==> config.mk <==
export PLATFORM = sky130hd
export DESIGN_NAME = lsu_bus_if_flat
export DESIGN_NICKNAME = d
export VERILOG_FILES = /design/src/rtl/mem_pkg.sv /design/src/rtl/lsu_bus_if_if.sv /design/src/rtl/lsu_align.sv /design/src/rtl/lsu_bus_if.sv /design/src/flat_wrapper.sv
export SDC_FILE = /design/constraint.sdc
export NUM_CORES = 1
export LEC_CHECK = 0
export CORE_MARGIN = 5
export CORE_UTILIZATION = 30
export CTS_CLUSTER_DIAMETER = 50
export CTS_CLUSTER_SIZE = 10
export DETAILED_ROUTE_END_ITERATION = 12
export PLACE_DENSITY = 0.67
export SETUP_SLACK_MARGIN = 0.15
export SYNTH_ARGS = -nofsm -noshare
export SYNTH_HDL_FRONTEND = slang
export SYNTH_HIERARCHICAL = 1
export SYNTH_SLANG_ARGS = --single-unit
==> constraint.sdc <==
create_clock -name clk -period 4 [get_ports clk]
set_input_delay 1.2 -clock clk [delete_from_list [all_inputs] [get_ports clk]]
set_output_delay 1.2 -clock clk [all_outputs]
set_load 0.005 [all_outputs]
==> src/rtl/mem_pkg.sv <==
// Shared LSU definitions: access-size encodings, FSM state type and the default
// per-phase timeout, plus the alignment rule used by the optional misalign check.
package mem_pkg;

  localparam logic [1:0] SZ_WORD = 2'b00;
  localparam logic [1:0] SZ_HALF = 2'b01;
  localparam logic [1:0] SZ_BYTE = 2'b10;

  localparam int TIMEOUT_CYC_DEF = 255;

  typedef enum logic [1:0] {
    ST_IDLE = 2'b00,
    ST_REQ  = 2'b01,
    ST_RESP = 2'b10
  } lsu_state_e;

  // Size 2'b11 is treated as a word access everywhere.
  function automatic logic is_misaligned(input logic [1:0] size, input logic [1:0] addr_lo);
    case (size)
      SZ_HALF: return addr_lo[0];
      SZ_BYTE: return 1'b0;
      default: return addr_lo != 2'b00;
    endcase
  endfunction

endpackage

==> src/rtl/lsu_bus_if_if.sv <==
// Data-memory bus between the LSU (master) and the memory (slave).
interface lsu_bus_if_if;

  logic        bus_req;
  logic        bus_we;
  logic [31:0] bus_addr;
  logic [3:0]  bus_be;
  logic [31:0] bus_wdata;
  logic        bus_gnt;
  logic        bus_rvalid;
  logic [31:0] bus_rdata;

  modport master (
    output bus_req, bus_we, bus_addr, bus_be, bus_wdata,
    input  bus_gnt, bus_rvalid, bus_rdata
  );

  modport slave (
    input  bus_req, bus_we, bus_addr, bus_be, bus_wdata,
    output bus_gnt, bus_rvalid, bus_rdata
  );

endinterface

==> src/rtl/lsu_align.sv <==
// Lane logic for the LSU: byte strobes, store-data replication and load
// lane extraction with sign/zero extension. Purely combinational.
module lsu_align
  import mem_pkg::*;
(
  input  logic [1:0]  size,
  input  logic [1:0]  addr_lo,
  input  logic        load_unsigned,
  input  logic [31:0] wdata,
  input  logic [31:0] rdata,
  output logic [3:0]  be,
  output logic [31:0] wdata_rep,
  output logic [31:0] ld_ext
);

  logic [7:0]  rd_byte;
  logic [15:0] rd_half;

  always_comb begin
    rd_byte   = rdata[{addr_lo, 3'b000} +: 8];
    rd_half   = rdata[{addr_lo[1], 4'b0000} +: 16];
    be        = 4'b1111;
    wdata_rep = wdata;
    ld_ext    = rdata;
    case (size)
      SZ_HALF: begin
        be        = 4'b0011 << {addr_lo[1], 1'b0};
        wdata_rep = {2{wdata[15:0]}};
        ld_ext    = load_unsigned ? {16'h0000, rd_half} : {{16{rd_half[15]}}, rd_half};
      end
      SZ_BYTE: begin
        be        = 4'b0001 << addr_lo;
        wdata_rep = {4{wdata[7:0]}};
        ld_ext    = load_unsigned ? {24'h000000, rd_byte} : {{24{rd_byte[7]}}, rd_byte};
      end
      default: ;
    endcase
  end

endmodule

==> src/rtl/lsu_bus_if.sv <==
// LSU data-bus adapter: IDLE/REQ/RESP handshake with an 8-bit per-phase wait timeout.
// Define LSU_MISALIGN_CHECK_EN to abort misaligned half/word accesses without a bus cycle.
module lsu_bus_if
  import mem_pkg::*;
#(
  parameter int TIMEOUT_CYC = TIMEOUT_CYC_DEF
) (
  input  logic         clk,
  input  logic         rst,
  input  logic         mem_rd_en,
  input  logic         MemW,
  input  logic [1:0]   data_length,
  input  logic         load_unsigned,
  input  logic [31:0]  addr,
  input  logic [31:0]  wdata,
  output logic [31:0]  ld_data,
  output logic         ld_valid,
  output logic         st_done,
  output logic         busy,
  output logic         err,
  lsu_bus_if_if.master bus
);

  localparam logic [7:0] TO_LAST = 8'(TIMEOUT_CYC - 1);

  lsu_state_e  state, state_nxt;
  logic [7:0]  cnt;
  logic        we_q, uns_q;
  logic [1:0]  size_q;
  logic [31:0] addr_q, wdata_q;
  logic        start, misalign, stalled, timeout;
  logic [3:0]  be_calc;
  logic [31:0] wdata_calc, ld_calc;

  assign start = MemW | mem_rd_en;

`ifdef LSU_MISALIGN_CHECK_EN
  assign misalign = is_misaligned(data_length, addr[1:0]);
`else
  assign misalign = 1'b0;
`endif

  assign stalled = ((state == ST_REQ) && !bus.bus_gnt) || ((state == ST_RESP) && !bus.bus_rvalid);
  assign timeout = stalled && (cnt == TO_LAST);

  lsu_align u_align (
    .size          (size_q),
    .addr_lo       (addr_q[1:0]),
    .load_unsigned (uns_q),
    .wdata         (wdata_q),
    .rdata         (bus.bus_rdata),
    .be            (be_calc),
    .wdata_rep     (wdata_calc),
    .ld_ext        (ld_calc)
  );

  always_ff @(posedge clk or posedge rst) begin
    if (rst) state <= ST_IDLE;
    else     state <= state_nxt;
  end

  always_comb begin
    state_nxt = state;
    case (state)
      ST_IDLE: if (start && !misalign) state_nxt = ST_REQ;
      ST_REQ: begin
        if (bus.bus_gnt)  state_nxt = we_q ? ST_IDLE : ST_RESP;
        else if (timeout) state_nxt = ST_IDLE;
      end
      ST_RESP: if (bus.bus_rvalid || timeout) state_nxt = ST_IDLE;
      default: state_nxt = ST_IDLE;
    endcase
  end

  // Bus fields are only driven while requesting; they read zero otherwise.
  always_comb begin
    busy          = (state != ST_IDLE);
    bus.bus_req   = 1'b0;
    bus.bus_we    = 1'b0;
    bus.bus_addr  = 32'h0;
    bus.bus_be    = 4'h0;
    bus.bus_wdata = 32'h0;
    if (state == ST_REQ) begin
      bus.bus_req   = 1'b1;
      bus.bus_we    = we_q;
      bus.bus_addr  = {addr_q[31:2], 2'b00};
      bus.bus_be    = be_calc;
      bus.bus_wdata = wdata_calc;
    end
  end

  // Access attributes are captured once; requests while busy never reach here.
  always_ff @(posedge clk) begin
    if (state == ST_IDLE && start && !misalign) begin
      we_q    <= MemW;
      size_q  <= data_length;
      uns_q   <= load_unsigned;
      addr_q  <= addr;
      wdata_q <= wdata;
    end
  end

  always_ff @(posedge clk or posedge rst) begin
    if (rst) begin
      cnt      <= 8'h00;
      ld_data  <= 32'h0;
      ld_valid <= 1'b0;
      st_done  <= 1'b0;
      err      <= 1'b0;
    end else begin
      ld_valid <= 1'b0;
      st_done  <= 1'b0;
      err      <= 1'b0;
      case (state)
        ST_IDLE: begin
          cnt <= 8'h00;
          if (start && misalign) err <= 1'b1;
        end
        ST_REQ: begin
          if (bus.bus_gnt) begin
            st_done <= we_q;
            cnt     <= 8'h00;
          end else if (timeout) begin
            err <= 1'b1;
            cnt <= 8'h00;
          end else begin
            cnt <= cnt + 8'd1;
          end
        end
        ST_RESP: begin
          if (bus.bus_rvalid) begin
            ld_data  <= ld_calc;
            ld_valid <= 1'b1;
            cnt      <= 8'h00;
          end else if (timeout) begin
            err <= 1'b1;
            cnt <= 8'h00;
          end else begin
            cnt <= cnt + 8'd1;
          end
        end
        default: cnt <= 8'h00;
      endcase
    end
  end

endmodule
==> src/flat_wrapper.sv <==
// flat-port wrapper written by rule: the top's interface ports become plain ports
module lsu_bus_if_flat import mem_pkg::*;
#(
  parameter int TIMEOUT_CYC = TIMEOUT_CYC_DEF
)
  (clk, rst, mem_rd_en, MemW, data_length, load_unsigned, addr, wdata, ld_data, ld_valid, st_done, busy, err, bus_bus_req, bus_bus_we, bus_bus_addr, bus_bus_be, bus_bus_wdata, bus_bus_gnt, bus_bus_rvalid, bus_bus_rdata);
  lsu_bus_if_if bus_i ();
  input  logic clk;
  input  logic rst;
  input  logic mem_rd_en;
  input  logic MemW;
  input  logic [1:0] data_length;
  input  logic load_unsigned;
  input  logic [31:0] addr;
  input  logic [31:0] wdata;
  output logic [31:0] ld_data;
  output logic ld_valid;
  output logic st_done;
  output logic busy;
  output logic err;
  output wire logic [$bits(bus_i.bus_req)-1:0] bus_bus_req;
  output wire logic [$bits(bus_i.bus_we)-1:0] bus_bus_we;
  output wire logic [$bits(bus_i.bus_addr)-1:0] bus_bus_addr;
  output wire logic [$bits(bus_i.bus_be)-1:0] bus_bus_be;
  output wire logic [$bits(bus_i.bus_wdata)-1:0] bus_bus_wdata;
  input wire logic [$bits(bus_i.bus_gnt)-1:0] bus_bus_gnt;
  input wire logic [$bits(bus_i.bus_rvalid)-1:0] bus_bus_rvalid;
  input wire logic [$bits(bus_i.bus_rdata)-1:0] bus_bus_rdata;
  assign bus_bus_req = bus_i.bus_req;
  assign bus_bus_we = bus_i.bus_we;
  assign bus_bus_addr = bus_i.bus_addr;
  assign bus_bus_be = bus_i.bus_be;
  assign bus_bus_wdata = bus_i.bus_wdata;
  assign bus_i.bus_gnt = bus_bus_gnt;
  assign bus_i.bus_rvalid = bus_bus_rvalid;
  assign bus_i.bus_rdata = bus_bus_rdata;
  lsu_bus_if #(.TIMEOUT_CYC(TIMEOUT_CYC)) u_core (.clk(clk), .rst(rst), .mem_rd_en(mem_rd_en), .MemW(MemW), .data_length(data_length), .load_unsigned(load_unsigned), .addr(addr), .wdata(wdata), .ld_data(ld_data), .ld_valid(ld_valid), .st_done(st_done), .busy(busy), .err(err), .bus(bus_i));
endmodule
==> impl_metrics.env, run 1 <==
export IMPL_status="finished clean"
export IMPL_finalSetupViolCount=0
export IMPL_track_usage=0.150
export IMPL_timing_slew_headroom=0.317
export IMPL_fin_crit_sh=0.910
export IMPL_crit_chain="inv_1, ha_2, a21oi_1, o21bai_1, buf_4, and2_1, clkdlybuf4s50_1"
export IMPL_setup_tns_final_ns=0
export IMPL_gp_congestion=0.785
export IMPL_arrival_ns=2.44
export IMPL_syn_avg_cell_area_um2=12.3
export IMPL_synth_area_leaders="edfxtp_1 (37%), dfrtp_1 (20%), and2_1 (7.6%), mux2_2 (7.0%), a21o_1 (2.6%)"
export IMPL_ys_flop_type="edfxtp_1"
export IMPL_core_area_um2=18000
export IMPL_critPathKind="reg2out"
export IMPL_cts_tree="built"
export IMPL_num_antenna_cells=0
export IMPL_seq_area_frac_synth=0.576
export IMPL_maxCapViolCount=0
export IMPL_h_tree_depth=4
export IMPL_path_buf_inv=3
export IMPL_whs_ns=0.494
export IMPL_clock_sinks=113
export IMPL_max_clock_path_buffers=2
export IMPL_die_y_um=145
export IMPL_cts_root_buf="clkbuf_16"
export IMPL_finalHoldViolations=0
export IMPL_startpoint_type="flip-flop"
export IMPL_dieWidth_um=145
export IMPL_crit_path_max_incr_delay_ns=0.53
export IMPL_cp_required_ns=2.80
export IMPL_worstMarginPinSlew_ns=1.02
export IMPL_power_leakage_nw=3.37
export IMPL_clock_latency_ns=0.41
export IMPL_postRouteAntennaNets=0
export IMPL_drv_slew=0
export IMPL_ys_ff_latch=113
export IMPL_endpoint_kind="output pin"
export IMPL_drive_gt1_frac=0.132
export IMPL_initial_core_util=0.305
export IMPL_port_buffers=208
export IMPL_reg2reg_slack_ns=1.62
export IMPL_finalCriticalPeriod_ns=3.64
export IMPL_rsz0062_at_grt="no"
export IMPL_pin_count=211
export IMPL_synth_top_area_frac=0.371
export IMPL_rows=49
export IMPL_grt_pass1_wl_mm=25.4
export IMPL_finalClockSkew_ns=0.00707
export IMPL_synth_edf_count=68
export IMPL_via_per_inst=4.88
export IMPL_numCtsBuffers=17
export IMPL_die_area_um2=21100
export IMPL_critPathSlowestCell="clkdlybuf4s50_1"
export IMPL_grt_remaining_overflow=0
export IMPL_drcViolationCount=0
export IMPL_fmaxAchievable_mhz=275
export IMPL_path_clk_slew_ns=0.05
export IMPL_synthCells=448
export IMPL_nNetsFinal=758
export IMPL_dp_hpwl_mm=11.6
export IMPL_drt_iter0_markers=196
export IMPL_antenna_found_initial=0
export IMPL_cts_setup_buffers=0
export IMPL_worstPathMaxFanout=14
export IMPL_synthArstFlopShare=0.398
export IMPL_power_density_nw_per_um2=696
export IMPL_routedWlPerCell_um=17.9
export IMPL_grt_start_max_net_pins=72
export IMPL_syn_to_final_growth_pct=50.6
export IMPL_irDropWorstVdd_v=0.000349
export IMPL_vias=4331
export IMPL_wl_mm=15.9
export IMPL_cpLargestDelayFamily="buffers and inverters"
export IMPL_synthDistinctLibCells=50
export IMPL_syn_area_um2=5500
export IMPL_hp_class="reg2reg"
export IMPL_synth_largest_area_cell="edfxtp_1"
export IMPL_grt_pass1_vias=4703
export IMPL_drt_pass1_iterations=5
export IMPL_nFillCells=1676
export IMPL_yosysWarnings=6
[routing by layer]
layer  track usage  vias to the layer above  share of wire  routed length, um
met1         0.182                     2090           0.42               6640
li1              -                     2004              -                  -
met5             0                        -              0                  0
met3        0.0576                       24          0.086               1370
met2         0.244                      213           0.48               7660
met4        0.0513                        0          0.017                268
[registers in the layout, indices dropped and copies added (netlist names)]
register and cells:
u_core/addr_q 32, u_core/cnt 8, u_core/err 1, u_core/ld_data 32
u_core/ld_valid 1, u_core/size_q 2, u_core/st_done 1, u_core/state 2
u_core/uns_q 1, u_core/wdata_q 32, u_core/we_q 1
[per-stage QoR]
stage	util	total power, mW	area, um^2	setup slack [ns]	std cells
floorplan	-	3.08	5510	0.544	449
global placement	0.430	4.39	7750	0.741	856
detailed placement	0.430	4.46	7750	0.684	856
CTS	0.459	5.86	8280	0.245	888
global route	0.460	6.13	8280	0.206	888
finish	0.460	5.77	8280	0.359	888
[layout make-up]
cell class / instances / area (um^2) / share of cell area
inverters: 10 / 37.5 / 0.00453
multi-input cells: 287 / 2100 / 0.254
clock inverters: 14 / 98.8 / 0.0119
clock buffers: 18 / 429 / 0.0518
repair buffers: 217 / 2160 / 0.261
well taps: 229 / 287 / 0.0346
flip-flops and latches: 113 / 3170 / 0.382
[kinds of logic after synthesis]
logic type / after synthesis / share of synthesized area
AOI/OAI and AO/OA: 92 / 0.129
muxes: 44 / 0.0901
buffers and inverters: 49 / 0.0453
other: 1 / 0.000682
xor gates and xnor gates: 3 / 0.00478
DFF: 113 / 0.576
adders and majority gates: 7 / 0.0159
and+or+nand+nor: 139 / 0.139
[cell usage after synthesis (all sizes together), types with 2 or more instances]
library cell	number
a21o	19
a21oi	4
a221o	14
a22o	16
a22oi	10
and2	67
and3	2
buf	19
clkbuf	20
dfrtp	45
edfxtp	68
ha	7
inv	10
mux2	34
mux2i	9
nand2	31
nand2b	3
nand3	3
nor2	22
nor2b	3
o21ai	19
o21bai	2
o22ai	2
or2	2
xor2	2
[worst reg2reg max path, cell delays in order, from the launching register on]
cell	delay, ns
edfxtp_1	0.39
inv_1	0.08
ha_2	0.30
buf_4	0.25
nor3_1	0.86
a221o_1	0.30
mux2_2	0.15
[where the power goes]
part / switching [mW] / internal (mW) / leakage, nW
clock network: 0.527 / 0.836 / 0.259
logic: 1.12 / 1.44 / 1.86
registers: 0.173 / 1.68 / 1.24
total: 1.82 / 3.95 / 3.37
[what timing repair did]
item                                    4_1_cts  5_1_grt
endpoints found under the setup margin        0        5
gates resized for setup                       0        1
hold buffers                                  0        0
[worst paths after layout]
check / start / endpoint / depth (start not counted)
setup / recovery: u_core/size_q[0] / bus_bus_be[0] / 7
hold / removal: u_core/cnt[0] / u_core/cnt[0] / 1
setup reg to reg: u_core/size_q[0] / u_core/ld_data[3] / 6
hold reg to reg: u_core/cnt[0] / u_core/cnt[0] / 1
max in group asynchronous: rst / u_core/ld_data[6] / 2
min in group asynchronous: rst / u_core/ld_valid / 2
[placed cells by master, fill, tap and decap left out, types with 2 or more instances in the layout]
cell | netlist | routed
nor2b_1 | 3 | 3
a221o_1 | 14 | 14
o22ai_1 | 2 | 2
a21oi_1 | 3 | 3
o21ai_0 | 18 | 18
ha_2 | 0 | 3
nor2_1 | 22 | 21
ha_1 | 7 | 4
clkinvlp_4 | 0 | 2
mux2_2 | 34 | 34
clkdlybuf4s50_1 | 0 | 208
buf_4 | 10 | 8
dfrtp_1 | 45 | 45
clkbuf_16 | 0 | 17
clkinv_1 | 0 | 4
nand3_1 | 2 | 2
edfxtp_1 | 68 | 68
nand2_1 | 31 | 31
a22o_1 | 16 | 16
a22oi_1 | 9 | 9
and2_1 | 67 | 67
xor2_1 | 2 | 2
nand2b_1 | 2 | 2
o21bai_1 | 2 | 2
conb_1 | 1 | 2
inv_1 | 10 | 9
a21o_1 | 19 | 19
clkinv_2 | 0 | 6
or2_2 | 2 | 2
mux2i_1 | 9 | 9
No activity file was read; power rests on OpenSTA's default activity.
==> run 2: changes to the inputs <==
CTS_CLUSTER_DIAMETER = unset   (was 50)
GPL_ROUTABILITY_DRIVEN = 0   (was unset)
==> results of run 2 <==
Same layout as run 1: the final DEF is identical, and so are final timing and power.
